File: config.mk
export PLATFORM = sky130hd
export DESIGN_NAME = keccak_digest_serializer_flat
export DESIGN_NICKNAME = d
export VERILOG_FILES = /design/src/rtl/keccak_digest_serializer_pkg.sv /design/src/rtl/keccak_digest_serializer_if.sv /design/src/rtl/keccak_digest_serializer.sv /design/src/flat_wrapper.sv
export SDC_FILE = /design/constraint.sdc
export NUM_CORES = 1
export LEC_CHECK = 0
export ABC_AREA = 0
export ABC_CLOCK_PERIOD_IN_PS = 2300
export BUFFER_PORTS_ARGS = -buffer_cell sky130_fd_sc_hd__buf_2
export CAP_MARGIN = 10
export CELL_PAD_IN_SITES_DETAIL_PLACEMENT = 0
export CELL_PAD_IN_SITES_GLOBAL_PLACEMENT = 2
export CORE_ASPECT_RATIO = 1.75
export CORE_MARGIN = 1.5
export CORE_UTILIZATION = 34
export CTS_BUF_LIST = sky130_fd_sc_hd__clkbuf_4 sky130_fd_sc_hd__clkbuf_8
export DETAILED_ROUTE_END_ITERATION = 12
export PLACE_DENSITY = 0.92
export SLEW_MARGIN = 20
export SYNTH_ARGS = -nofsm -noshare
export SYNTH_HDL_FRONTEND = slang
export SYNTH_SLANG_ARGS = --single-unit
export TNS_END_PERCENT = 30
File: constraint.sdc
create_clock -name clk -period 2.3 [get_ports clk]
set_input_delay 0.345 -clock clk [delete_from_list [all_inputs] [get_ports clk]]
set_output_delay 0.345 -clock clk [all_outputs]
set_load 0.05 [all_outputs]
File: src/rtl/keccak_digest_serializer_pkg.sv
// Shared constants and FSM encoding for the keccak digest serializer.
package keccak_digest_serializer_pkg;

    localparam int KECCAK_DIGEST_W = 512;
    localparam int KECCAK_WORD_W   = 32;

    typedef enum logic [1:0] {
        IDLE   = 2'd0,
        STREAM = 2'd1,
        DONE   = 2'd2
    } state_e;

endpackage

File: src/rtl/keccak_digest_serializer_if.sv
// Valid/ready word stream carrying digest words to a narrow consumer.
interface keccak_digest_serializer_if
    import keccak_digest_serializer_pkg::*;
#(
    parameter int WORD_W = KECCAK_WORD_W
);
    logic              m_valid;
    logic              m_ready;
    logic [WORD_W-1:0] m_data;
    logic              m_last;

    modport master (output m_valid, output m_data, output m_last, input  m_ready);
    modport slave  (input  m_valid, input  m_data, input  m_last, output m_ready);
endinterface

File: src/rtl/keccak_digest_serializer.sv
// Captures the keccak digest on the rising edge of out_ready and streams it
// as WORD_W-bit words, most-significant word first, marking the final word.
module keccak_digest_serializer
    import keccak_digest_serializer_pkg::*;
#(
    parameter int DIGEST_W = KECCAK_DIGEST_W,
    parameter int WORD_W   = KECCAK_WORD_W
) (
    input  logic                       clk,
    input  logic                       reset,
    input  logic [DIGEST_W-1:0]        digest_i,
    input  logic                       digest_rdy_i,
    keccak_digest_serializer_if.master m_if,
    output logic                       busy_o,
    output logic                       done_o
);

    localparam int NWORDS = DIGEST_W / WORD_W;
    localparam int CNT_W  = (NWORDS > 1) ? $clog2(NWORDS) : 1;

    state_e                state_q, state_d;
    logic [DIGEST_W-1:0]   shreg_q, shreg_d;
    logic [CNT_W-1:0]      cnt_q, cnt_d;
    logic                  last_q, last_d;
    logic                  rdy_q;
    logic                  start;

    // A level already high when reset releases looks like an edge because rdy_q starts at 0.
    assign start = digest_rdy_i & ~rdy_q;

    // State, shift register, counter and edge-detect registers; reset has priority.
    always_ff @(posedge clk) begin
        if (reset) begin
            state_q <= IDLE;
            // NOTE: the wide shift register is reset because its top word drives m_data directly and must read 0 out of reset.
            shreg_q <= '0;
            cnt_q   <= '0;
            last_q  <= 1'b0;
            rdy_q   <= 1'b0;
        end else begin
            // NOTE: non-blocking assignments so every register samples pre-edge values, independent of statement order.
            state_q <= state_d;
            shreg_q <= shreg_d;
            cnt_q   <= cnt_d;
            last_q  <= last_d;
            rdy_q   <= digest_rdy_i;
        end
    end

    // Next-state logic: capture on start, shift one word per accepted beat, stop after the last.
    always_comb begin
        // NOTE: every target gets a hold default first so no path leaves a latch behind.
        state_d = state_q;
        shreg_d = shreg_q;
        cnt_d   = cnt_q;
        last_d  = last_q;
        unique case (state_q)
            IDLE: begin
                if (start) begin
                    shreg_d = digest_i;
                    cnt_d   = '0;
                    last_d  = (NWORDS == 1);
                    state_d = STREAM;
                end
            end
            STREAM: begin
                if (m_if.m_ready) begin
                    shreg_d = shreg_q << WORD_W;
                    if (last_q) begin
                        last_d  = 1'b0;
                        state_d = DONE;
                    end else begin
                        cnt_d  = cnt_q + CNT_W'(1);
                        last_d = (cnt_q == CNT_W'(NWORDS - 2));
                    end
                end
            end
            DONE: begin
                state_d = DONE;
            end
            default: begin
                state_d = IDLE;
            end
        endcase
    end

    // Outputs come straight from registers; m_ready only steers the enables above.
    assign m_if.m_valid = (state_q == STREAM);
    assign m_if.m_data  = shreg_q[DIGEST_W-1 -: WORD_W];
    assign m_if.m_last  = last_q;
    assign busy_o       = (state_q == STREAM);
    assign done_o       = (state_q == DONE);

endmodule
File: src/flat_wrapper.sv
// flat-port wrapper written by rule: the top's interface ports become plain ports
module keccak_digest_serializer_flat import keccak_digest_serializer_pkg::*;
#(
    parameter int DIGEST_W = KECCAK_DIGEST_W,
    parameter int WORD_W   = KECCAK_WORD_W
)
  (clk, reset, digest_i, digest_rdy_i, busy_o, done_o, m_if_m_valid, m_if_m_data, m_if_m_last, m_if_m_ready);
  keccak_digest_serializer_if #(.WORD_W(WORD_W)) m_if_i ();
  input  logic clk;
  input  logic reset;
  input  logic [DIGEST_W-1:0] digest_i;
  input  logic digest_rdy_i;
  output logic busy_o;
  output logic done_o;
  output wire logic [$bits(m_if_i.m_valid)-1:0] m_if_m_valid;
  output wire logic [$bits(m_if_i.m_data)-1:0] m_if_m_data;
  output wire logic [$bits(m_if_i.m_last)-1:0] m_if_m_last;
  input wire logic [$bits(m_if_i.m_ready)-1:0] m_if_m_ready;
  assign m_if_m_valid = m_if_i.m_valid;
  assign m_if_m_data = m_if_i.m_data;
  assign m_if_m_last = m_if_i.m_last;
  assign m_if_i.m_ready = m_if_m_ready;
  keccak_digest_serializer #(.DIGEST_W(DIGEST_W), .WORD_W(WORD_W)) u_core (.clk(clk), .reset(reset), .digest_i(digest_i), .digest_rdy_i(digest_rdy_i), .m_if(m_if_i), .busy_o(busy_o), .done_o(done_o));
endmodule
==> flow_metrics.env <==
export IMPL_cts_tree="yes"
export IMPL_io_buffers=551
export IMPL_core_area_sq_um=66310
export IMPL_ys_types=27
export IMPL_synth_seq_cells=520
export IMPL_setup_viol=0
export IMPL_htree_levels=3
export IMPL_layout_drive_gt1_share=0.2479
export IMPL_hold_class="input pin to register"
export IMPL_ff2ff_setup_slack_ps=80
export IMPL_synth_cell_area_sq_um=22800
export IMPL_insertion_delay_ps=680
export IMPL_overflow=0
export IMPL_period_needed_ps=2221
export IMPL_cts_buffers=82
export IMPL_layout_common_cells="buf_2, dfxtp_1, nor2_1, mux2i_1, a211oi_1"
export IMPL_layout_nets=3726
export IMPL_fillers=6209
export IMPL_grt_pass1_vias=21308
export IMPL_internal_power_mw=25.44
export IMPL_regArea_sq_um=10410
export IMPL_synth_fp_nets=2888
export IMPL_drt_wl_total_microns=78900
export IMPL_antenna_found_initial=33
export IMPL_clock_fmax_mhz=450.2
export IMPL_maxCapViolations=0
export IMPL_clock_path_buffers=3
export IMPL_switching_power_mw=16.40
export IMPL_top_level_ports=552
export IMPL_powerDensity_nw_per_um2=1305
export IMPL_critPathLaunchType="register"
export IMPL_crit_type="register to register"
export IMPL_vias=20619
export IMPL_synth_warnings=0
export IMPL_drt_iter0_markers=710
export IMPL_clockRootBuffer="clkbuf_8"
export IMPL_layout_commonest_cell="buf_2"
export IMPL_power_frac_seq=0.354
export IMPL_grt_usage=0.2243
export IMPL_place_ws_ps=24.42
export IMPL_setup_ws_ps=78.75
export IMPL_finalPower_mw=41.85
export IMPL_dieArea_sq_um=68680
export IMPL_place_hpwl_microns=56950
export IMPL_syn2layout_area_growth_pct=40.64
export IMPL_finalCritPeriodShare=0.9658
export IMPL_finalHoldViolCount=0
export IMPL_avgViaCountPerCell=4.936
export IMPL_ir_worst_vdd_v=0.0006843
export IMPL_numClockSinks=520
export IMPL_slew_violations=0
export IMPL_syn_inst=2365
export IMPL_comb_power_share=0.438
export IMPL_clkTransAtPathRegs_ps=60
export IMPL_clockPowerShare=0.208
export IMPL_critPathArrivalTime_ps=2740
export IMPL_place_congestion=0.8809
export IMPL_tightest_slew_ps=553.3
export IMPL_route_detailed_drc=0
export IMPL_grt_first_pass_wirelength_microns=118600
export IMPL_end_kind="register"
export IMPL_rows=125
export IMPL_critPathMaxFanout=26
export IMPL_switching_share=0.3920
export IMPL_clock_skew_ps=38.71
export IMPL_multiInputGateArea_sq_um=10970
export IMPL_crit_required_ps=2820
export IMPL_ys_seq_area_frac=0.4566
export IMPL_die_h_microns=345.6
export IMPL_avgRoutedWirePerCell_microns=18.89
export IMPL_dr_pass1_iters=5
export IMPL_ant_nets=0
export IMPL_outcome="finished clean"
export IMPL_start_util=0.3438
export IMPL_finalSetupTns_ps=0
export IMPL_die_w_microns=198.8
export IMPL_grt_max_degree=98
export IMPL_leakage_nw=12.68
export IMPL_synth_avg_cell_area_sq_um=9.640
export IMPL_maxSlewHeadroom=0.6206
## critical path, cell delays in order, from the launching register on
cell and delay (ps):
dfxtp_1 320, inv_1 160, ha_4 220, buf_4 160, buf_12 210, buf_4 360, mux2i_1 440, a211oi_1 140
## area by class of cell
type / count / share of cell area
timing repair buffer: 1016 / 0.2392
antenna: 20 / 0.001561
clock buffer: 128 / 0.04928
inverter: 6 / 0.0007024
tap: 889 / 0.03469
clock inverter: 21 / 0.007687
multi-input combinational: 1577 / 0.3422
sequential: 520 / 0.3247
## stage by stage
step           instances  area (sq um)  utilization  hold WS, ps
2_1_floorplan       2365         22800            -        431.6
3_3_place_gp        3644         26500       0.3997        436.9
3_5_place_dp        3644         26500       0.3997        444.3
4_1_cts             4156         31990       0.4825       0.5894
5_1_grt             4171         32050       0.4833        21.92
6_report            4177         32060       0.4835        68.40
## registers in the layout (all words and copies together), names as in the netlist
| signal | cells |
|---|---|
| u_core.shreg_q | 512 |
| u_core.m_if.m_last | 1 |
| u_core.rdy_q | 1 |
| u_core.cnt_q | 4 |
| u_core.state_q | 2 |
## repair_timing
action | in CTS | in global routing
pin swaps | 2 | 1
gates cloned | 1 | 0
buffers inserted | 3 | 1
hold buffers | 359 | 0
resized for setup | 4 | 0
setup endpoints to repair | 4 | 308
hold endpoints to repair | 359 | 0
## power by group through the flow
| stage | clock network, mW | logic (mW) | registers [mW] |
|---|---|---|---|
| floorplan | 0 | 13.9 | 14.0 |
| global route | 9.34 | 20.1 | 15.2 |
| global placement | 0 | 17.3 | 14.9 |
| detailed placement | 0 | 17.7 | 15.0 |
| finish | 8.71 | 18.3 | 14.8 |
| CTS | 8.99 | 18.4 | 14.8 |
## cells in the mapped netlist
master | instances | area, sq um
dfxtp_1 | 520 | 10410
nor2_1 | 486 | 1824
mux2i_1 | 483 | 4835
a211oi_1 | 480 | 3603
buf_2 | 121 | 605.6
buf_4 | 74 | 555.5
clkbuf_1 | 65 | 244.0
a21oi_1 | 36 | 180.2
nand2_1 | 35 | 131.4
nand3_1 | 35 | 175.2
ha_1 | 7 | 87.58
inv_1 | 5 | 18.77
nand2b_1 | 3 | 18.77
nand3b_1 | 2 | 15.01
a21o_1 | 1 | 7.510
a221oi_1 | 1 | 8.760
a22o_1 | 1 | 8.760
a22oi_1 | 1 | 7.510
a31oi_1 | 1 | 6.260
buf_1 | 1 | 3.750
buf_6 | 1 | 11.26
clkinv_1 | 1 | 3.750
nor2b_1 | 1 | 6.260
nor2b_4 | 1 | 13.76
nor3_1 | 1 | 5.000
o21ai_0 | 1 | 5.000
or4_1 | 1 | 7.510
## metal layers
metal / vias to the layer above / part of all wire / GRT usage
met3: 212 / 0.063 / 0.05686
met1: 9414 / 0.38 / 0.2335
met2: 693 / 0.50 / 0.4034
met5: - / 0.0024 / 0
li1: 10272 / - / -
met4: 28 / 0.053 / 0.1262
## logic make-up (layout without fill, tap and decap cells)
logic type / after synthesis / in the layout / share of synthesized area
DFF: 520 / 520 / 0.4566
buffers and inverters: 268 / 1171 / 0.06327
AOI/OAI and AO/OA: 522 / 522 / 0.1679
and+or+nand+nor: 565 / 565 / 0.09637
other: 0 / 20 / 0
muxes: 483 / 483 / 0.2121
adders and majority gates: 7 / 7 / 0.003841
## path summary, 6_finish.rpt
| path | start | endpoint | cells after the start |
|---|---|---|---|
| worst max-delay path | u_core.state_q[1] | u_core.shreg_q[150] | 7 |
| worst min-delay path | digest_i[337] | u_core.shreg_q[337] | 3 |
| worst max register to register | u_core.state_q[1] | u_core.shreg_q[150] | 7 |
| worst min register to register | u_core.shreg_q[16] | u_core.shreg_q[16] | 2 |
No activity file was read; power rests on OpenSTA's default activity.
